File: config.mk
export PLATFORM = sky130hd
export DESIGN_NAME = trigger_sequencer
export DESIGN_NICKNAME = d
export VERILOG_FILES = /design/src/rtl/trigger_sequencer_pkg.sv /design/src/rtl/trigger_sequencer_channel.sv /design/src/rtl/trigger_sequencer.sv
export SDC_FILE = /design/constraint.sdc
export NUM_CORES = 1
export LEC_CHECK = 0
export BUFFER_PORTS_ARGS = -buffer_cell sky130_fd_sc_hd__buf_2
export CELL_PAD_IN_SITES_DETAIL_PLACEMENT = 1
export CELL_PAD_IN_SITES_GLOBAL_PLACEMENT = 1
export CORE_MARGIN = 2
export CORE_UTILIZATION = 45
export CTS_BUF_LIST = sky130_fd_sc_hd__clkbuf_16
export DETAILED_ROUTE_END_ITERATION = 16
export PLACE_DENSITY = 0.91
export SYNTH_ARGS = -nofsm -noshare
export SYNTH_HDL_FRONTEND = slang
export SYNTH_SLANG_ARGS = --single-unit
File: constraint.sdc
create_clock -name clk_in -period 9 [get_ports clk_in]
set_input_delay 1.8 -clock clk_in [delete_from_list [all_inputs] [get_ports clk_in]]
set_output_delay 1.8 -clock clk_in [all_outputs]
set_load 0.02 [all_outputs]
File: src/rtl/trigger_sequencer_pkg.sv
// trigger_pkg: shared widths, FSM states and configuration record for trigger_sequencer.
package trigger_pkg;
    localparam int CNT_W   = 20;
    localparam int NUM_CH  = 4;
    localparam int PW_W    = 8;
    localparam int BURST_W = 16;
    localparam logic [CNT_W-1:0] MIN_PERIOD   = CNT_W'(2);
    localparam logic [CNT_W-1:0] RESET_PERIOD = CNT_W'(150000);

    typedef enum logic {IDLE, RUN} state_t;

    typedef struct packed {
        logic [CNT_W-1:0]               period;
        logic [NUM_CH-1:0][PW_W-1:0]    width;
        logic [NUM_CH-1:0][CNT_W-1:0]   offset;
        logic [BURST_W-1:0]             burst;
    } cfg_t;

    localparam cfg_t RESET_CFG = '{
        period: RESET_PERIOD,
        width:  (NUM_CH*PW_W)'(1),
        offset: '0,
        burst:  '0
    };

    function automatic logic [CNT_W-1:0] eff_period(input logic [CNT_W-1:0] p);
        return (p < MIN_PERIOD) ? MIN_PERIOD : p;
    endfunction
endpackage

File: src/rtl/trigger_sequencer_channel.sv
// trigger_channel: one trigger output; registers the phase-window hit, windows clipped at the period end.
module trigger_channel
    import trigger_pkg::*;
(
    input  logic             clk_in,
    input  logic             rst_in,
    input  logic             i_run,
    input  logic [CNT_W-1:0] i_phase,
    input  logic [CNT_W-1:0] i_period,
    input  logic [CNT_W-1:0] i_offset,
    input  logic [PW_W-1:0]  i_width,
    output logic             o_trig
);
    logic [CNT_W:0] w_end;
    logic           w_hit;

    // One extra bit so offset+width never wraps back into the period
    assign w_end = {1'b0, i_offset} + {{(CNT_W+1-PW_W){1'b0}}, i_width};
    assign w_hit = i_run && (i_phase >= i_offset) && ({1'b0, i_phase} < w_end) && (i_phase < i_period);

    always_ff @(posedge clk_in or posedge rst_in) begin
        if (rst_in) o_trig <= 1'b0;
        else        o_trig <= w_hit;
    end
endmodule

File: src/rtl/trigger_sequencer.sv
// trigger_sequencer: periodic multi-channel trigger generator with burst/continuous runs.
// Optional TRIG_PERIOD_CNT_EN enables the saturating completed-period counter on period_count.
module trigger_sequencer
    import trigger_pkg::*;
(
    input  logic                    clk_in,
    input  logic                    rst_in,
    input  logic                    cfg_valid,
    output logic                    cfg_ready,
    input  logic [CNT_W-1:0]        cfg_period,
    input  logic [NUM_CH*PW_W-1:0]  cfg_width,
    input  logic [NUM_CH*CNT_W-1:0] cfg_offset,
    input  logic [BURST_W-1:0]      cfg_burst,
    input  logic                    start,
    input  logic                    stop,
    output logic                    busy,
    output logic [NUM_CH-1:0]       trigger,
    output logic                    frame_start,
    output logic                    done,
    output logic [31:0]             period_count
);
    state_t             r_state, w_next;
    cfg_t               r_cfg;
    logic [CNT_W-1:0]   r_phase;
    logic [BURST_W-1:0] r_burst_cnt;
    logic               r_stop_pend, r_done, r_frame;
    logic [CNT_W-1:0]   w_period;
    logic               w_run, w_start, w_wrap, w_last;

    assign w_period = eff_period(r_cfg.period);
    assign w_run    = (r_state == RUN);
    assign w_start  = !w_run && start;
    assign w_wrap   = w_run && (r_phase == w_period - 1'b1);
    // A stop arriving on the final phase still ends this period rather than the next
    assign w_last   = w_wrap && (((r_cfg.burst != '0) && (r_burst_cnt == r_cfg.burst - 1'b1)) || r_stop_pend || stop);

    always_ff @(posedge clk_in or posedge rst_in) begin
        if (rst_in) r_state <= IDLE;
        else        r_state <= w_next;
    end

    always_comb begin
        w_next = r_state;
        if (w_start)     w_next = RUN;
        else if (w_last) w_next = IDLE;
    end

    always_comb begin
        busy      = w_run;
        cfg_ready = !w_run;
    end

    always_ff @(posedge clk_in or posedge rst_in) begin
        if (rst_in) begin
            r_cfg       <= RESET_CFG;
            r_phase     <= '0;
            r_burst_cnt <= '0;
            r_stop_pend <= 1'b0;
            r_done      <= 1'b0;
            r_frame     <= 1'b0;
        end else begin
            if (cfg_valid && cfg_ready)
                r_cfg <= '{period: cfg_period, width: cfg_width, offset: cfg_offset, burst: cfg_burst};
            r_phase     <= (!w_run || w_wrap) ? '0 : r_phase + 1'b1;
            r_burst_cnt <= w_start ? '0 : w_wrap ? r_burst_cnt + 1'b1 : r_burst_cnt;
            r_stop_pend <= w_start ? stop : w_last ? 1'b0 : (r_stop_pend || (w_run && stop));
            r_done      <= w_last;
            r_frame     <= w_run && (r_phase == '0);
        end
    end

    assign done        = r_done;
    assign frame_start = r_frame;

    for (genvar c = 0; c < NUM_CH; c++) begin : g_ch
        trigger_channel u_ch (
            .clk_in   (clk_in),
            .rst_in   (rst_in),
            .i_run    (w_run),
            .i_phase  (r_phase),
            .i_period (w_period),
            .i_offset (r_cfg.offset[c]),
            .i_width  (r_cfg.width[c]),
            .o_trig   (trigger[c])
        );
    end

`ifdef TRIG_PERIOD_CNT_EN
    logic [31:0] r_pcnt;

    always_ff @(posedge clk_in or posedge rst_in) begin
        if (rst_in)                         r_pcnt <= '0;
        else if (w_start)                   r_pcnt <= '0;
        else if (w_wrap && (r_pcnt != '1))  r_pcnt <= r_pcnt + 1'b1;
    end

    assign period_count = r_pcnt;
`else
    assign period_count = '0;
`endif
endmodule
After elaboration in Yosys (flattened, before gate mapping). Cells that the tools add are included. W data, S select, Z words.

Output and inout bits: 40. Bits in registers: 192. Input bits: 153.

Equality and inequality tests: 2. $lt $le $gt $ge: 10. Reduce and logical (&&, ||, !) cells: 28. $add $sub $neg: 8. Multiplexer cells: 8.

Operator list (count): $add A20 B8 Y21 (4); $lt A20 B21 Y1 (4); $ge A20 B20 Y1 (4); $mux W20 (2); $mux W16 (2); $add A20 B1 Y20 const B (1); $eq A20 B20 Y1 (1); $logic_not A20 Y1 (1); $lt A20 B2 Y1 const B (1); $lt A20 B20 Y1 (1); $sub A20 B1 Y20 const B (1); $logic_and A1 B1 Y1 (19); $add A16 B1 Y16 const B (1); $eq A16 B16 Y1 (1); $reduce_bool A16 Y1 (1); $sub A16 B1 Y16 const B (1); $logic_or A1 B1 Y1 (4); $mux W1 (4); $reduce_bool A2 Y1 (2); $logic_not A1 Y1 (1).

Longest topological paths before layout.
Depth in word-level cells: 8. Depth in mapped cells: 18. Mapped depth without buffers: 18.

Modules after synthesis. From an unflattened synthesis, not the netlist that was laid out.

Cell total of the unflattened synthesis: 1806. Area, all modules: 17026.3 um2.

By module, submodules not included: trigger_sequencer (times used 1, seq. area each 4715.8 um2, cells an instance 778, area each 9226.3 um2); trigger_channel at g_ch[1].u_ch ... (times used 2, seq. area each 25.0 um2, cells an instance 259, area each 1958.1 um2); trigger_channel at g_ch[2].u_ch (times used 1, seq. area each 25.0 um2, cells an instance 258, area each 1958.1 um2); trigger_channel at g_ch[0].u_ch (times used 1, seq. area each 25.0 um2, cells an instance 252, area each 1925.6 um2).

Worst setup path before layout. No wires, ideal clock.

Path type: reg2reg. Start: register r_cfg[141] in the netlist's numbering. End: register r_burst_cnt[5]. Data arrival time: 3917 ps. Path buffers: 0. Stages on the path, launching flop included: 13. Setup slack: 4958 ps. Library setup time: 125 ps. Period minus slack after synthesis: 4042 ps. Cell sequence: dfrtp_1 > nor4_2 > nand4_1 > o41ai_1 > ha_1 > or4b_4 > nor4_1 > xnor2_1 > o21ai_0 > nor4_2 > nand4_4 > or3_1 > mux2i_1.

Cells in the longest elaborated chain, start to end: 6.

Ends and longest elaborated chain: start: declaration (line trigger_sequencer.sv:23) `cfg_t r_cfg;`; start signal: assignment (line trigger_sequencer.sv:63) `r_cfg <= '{period: cfg_period, width: cfg_width, offset: cfg_offset, burst: cfg_burst};`; $lt A20 B2 Y1 (line trigger_sequencer_pkg.sv:27) `return (p < MIN_PERIOD) ? MIN_PERIOD : p;`; $mux W20 * (line trigger_sequencer_pkg.sv:27); $sub A20 B1 Y20 * (line trigger_sequencer.sv:33) `assign w_wrap = w_run && (r_phase == w_period - 1'b1);`; $eq A20 B20 Y1 * (line trigger_sequencer.sv:33); $logic_and A1 B1 Y1 * (line trigger_sequencer.sv:33); $reduce_bool A2 Y1 (no source line) *; end signal: assignment (line trigger_sequencer.sv:65) `r_burst_cnt <= w_start ? '0 : w_wrap ? r_burst_cnt + 1'b1 : r_burst_cnt;`; end: declaration (line trigger_sequencer.sv:25) `logic [BURST_W-1:0] r_burst_cnt;`.

Mark *: on every way between the ends. The rest lies on a longest branch, timed or not. A chain may end at the register's enable or synchronous reset.

Worst setup path in the final report.
Start: register r_cfg[141] in the netlist's numbering. End: register r_phase[12].

Cells in the longest elaborated chain, start to end: 7.

Ends and longest elaborated chain: $lt A20 B2 Y1 (line trigger_sequencer_pkg.sv:27); $mux W20 * (line trigger_sequencer_pkg.sv:27); $sub A20 B1 Y20 * (line trigger_sequencer.sv:33); $eq A20 B20 Y1 * (line trigger_sequencer.sv:33); $logic_and A1 B1 Y1 * (line trigger_sequencer.sv:33); $logic_or A1 B1 Y1 * (line trigger_sequencer.sv:64) `r_phase <= (!w_run || w_wrap) ? '0 : r_phase + 1'b1;`; $mux W20 * (line trigger_sequencer.sv:64); end signal: assignment (line trigger_sequencer.sv:64); end: declaration (line trigger_sequencer.sv:24) `logic [CNT_W-1:0] r_phase;`.

Marked as above.

==> out/summary.txt <==
Post-synthesis cell count: 1653
Yosys reg bits: 192
Final hold vios: 0
Met2 Usage GRT: 48.4%
Antenna violations before repair: 2
Initial Util: 46.0%
Status: finished, final reports clean
Io pins: 193
Power Density: 192 mW/mm2
Count of cell types in the netlist: 76
Fmax: 0.193 GHz
CTS Buffer Depth: 2
Worst-skew pair later-pin latency: 470 ps
Die H: 187 um
Peak VDD IR: 0.159 mV
Worst EP arrival: 5500 ps
Top cells by area, synth: dfrtp_1, ha_1, o21ai_0, xnor2_1, mux2_2
Worst-path cell chain: nor4_2 -> nand4_1 -> o41ai_1 -> ha_1 -> or4b_4 -> nor4_1 -> o21ai_0 -> o2bb2ai_1 -> nor4_1 -> and2_1 -> nand2b_1 -> nor2_1
Crit path kind: reg2reg
Total number of vias: 13.4k
Post-synth top cells: ha_1, dfrtp_1, nand2_1, o21ai_0, inv_1
Share of cells above drive strength 1: 15.7%
Post_cts resized: 0
Met1 usage: 32.6%
Max-cap violations: 0
Worst setup margin: 3820 ps
Root buf cell: clkbuf_16
Postcts setup bufs: 0
Die X: 187 um
Post-layout min period: 5180 ps
Initial DRC count: 737
TritonCTS Sinks: 192
CTS tree: done
Synthesized cell area: 0.0150 mm2
Final setup violation count: 0
Worst r2r src: r_cfg[141]
Worst path most repeated cell: nor4_1
YS warnings: 0
Unrepaired setup endpoints after global routing: false
Total CTS buffers: 17
Count leader, synth: ha_1
Gr busiest metal: met2
Row count: 66
Aggregate routed wire length: 48.5 mm
Post-synth EDFFs: 0
CTS Hold Bufs: 0
Drt via density: 5.96
HP Class: reg2reg
Worst-margin pin slew: 1230 ps
Worst reg-to-reg path cell count: 12
Crit path from: r_cfg[141]
Crit-path max FO: 19
Critical Path Sink Type: flop
Crit-path slowest cell: nand2b_1
Layout Skew: 16.4 ps
Placed wire-length estimate: 35.1 mm
RePlAce Congestion: 0.892
Reg-to-reg endpoint: r_phase[12]
Overall routing resource usage: 28.0%
Leak: 0.00804 uW
Synth async-reset ratio: 100%
# port buffers: 160
Crit path buffers/inverters: 0
Final worst path period share: 57.6%
Largest net degree at the start of global routing: 245
Worst-path clk slew: 90 ps
Count of nets after finishing: 2170
Critical Path RT: 9320 ps
First-pass GRT wire length: 77.9 mm
Setup_tns: 0 ps
Leading area contributor after synthesis: dfrtp_1
WP depth: 12
Max H-tree Level: 4
Vias in the first global route: 14.8k
Overflow after GRT: 0
End point of the critical path: r_phase[12]
Die area: 0.0349 mm2
Top delay family on crit path: simple AND/OR/NAND/NOR gates
WL/cell: 21.5 um
Post-DRT Antenna Nets: 0
Most used DFF post-synth: dfrtp_1
Startpoint Class: flop
Slew margin rel.: 18.3%
Syn_area_per_cell: 9.10 um2
First-pass iteration count of the detailed router: 5
Fin. max-slew vios: 0
Seq/Total Area, Yosys: 32.0%
Top cell type's share of synthesized area: 30.5%
Core area: 0.0327 mm2
GRT met3 Usage: 5.21%
Fill cells: 3898
DP Worst Slack: 4020 ps
FF-to-FF setup slack: 3820 ps
DRC Markers: 0
CP max stage delay: 610 ps
Syn-to-layout area delta: 11.6%
## sequential cells by signal (all words and copies together) (netlist names)
| register | flops |
|---|---|
| busy | 1 |
| done | 1 |
| frame_start | 1 |
| g_ch.u_ch.o_trig | 4 |
| r_burst_cnt | 16 |
| r_cfg | 148 |
| r_phase | 20 |
| r_stop_pend | 1 |
## cell families after synthesis
group | Yosys count | synth area share (%)
and+or+nand+nor | 485 | 16.4
AOI/OAI and AO/OA | 375 | 15.6
adders and majority gates | 217 | 18.3
buffers and inverters | 197 | 5.91
DFF | 192 | 32.0
xor gates and xnor gates | 127 | 7.40
muxes | 59 | 4.37
other | 1 | 0.0249
## report_power, final
group | switching [uW] | leakage [uW] | total [uW] | internal, uW
logic | 767 | 0.00541 | 1310 | 545
clock network | 405 | 0.000291 | 803 | 398
registers | 129 | 0.00234 | 1110 | 984
## how the worst min path moves through the flow
stage	cells past startpoint	start	end	slack, ps
6_report	1	r_cfg[112]	r_cfg[112]	520
4_1_cts	1	r_cfg[112]	r_cfg[112]	530
2_1_floorplan	1	r_burst_cnt[5]	r_burst_cnt[5]	480
5_1_grt	1	r_cfg[125]	r_cfg[125]	540
3_5_place_dp	1	r_cfg[124]	r_cfg[124]	500
3_3_place_gp	1	r_cfg[120]	r_cfg[120]	500
## metrics by stage
step	util, %	cells	hold slack [ps]	total power (uW)	instance area, um2
2_1_floorplan	-	1684	480	1980	15200
3_3_place_gp	49.5	2223	496	2280	16200
3_5_place_dp	49.5	2223	504	2410	16200
4_1_cts	51.3	2255	527	3230	16800
5_1_grt	51.3	2256	540	3440	16800
6_report	51.3	2256	522	3230	16800
## cell type report
class                           instances  area [um2]  share of cell area (%)
Clock buffer                           17         425                    2.53
Antenna cell                            1        2.50                  0.0149
Inverter                              123         469                    2.80
Multi-Input combinational cell       1295        9450                    56.3
Tap cell                              442         553                    3.30
Clock inverter                         15         168                   0.999
Timing Repair Buffer                  171         896                    5.34
Sequential cell                       192        4820                    28.7
## cells in the final DEF (no fill, tap or decap), drive strengths merged, types with 15 or more instances in the layout
cell type,instances
and3,17
inv,132
or3,15
nand3,44
a21o,47
clkbuf,17
nand2,159
nor2,72
dfrtp,183
xor2,43
nor3,38
nor4,34
conb,32
nor2b,22
mux2,53
xnor2,84
o21ai,151
nand2b,25
nand4,18
ha,213
a21oi,69
buf,171
## routing by layer
metal / vias up / wire, um
li1: 6131 / -
met1: 6655 / 19800
met2: 460 / 23800
met3: 189 / 2250
met4: 0 / 2710
met5: - / 0
(Power assumes the default switching activity.)
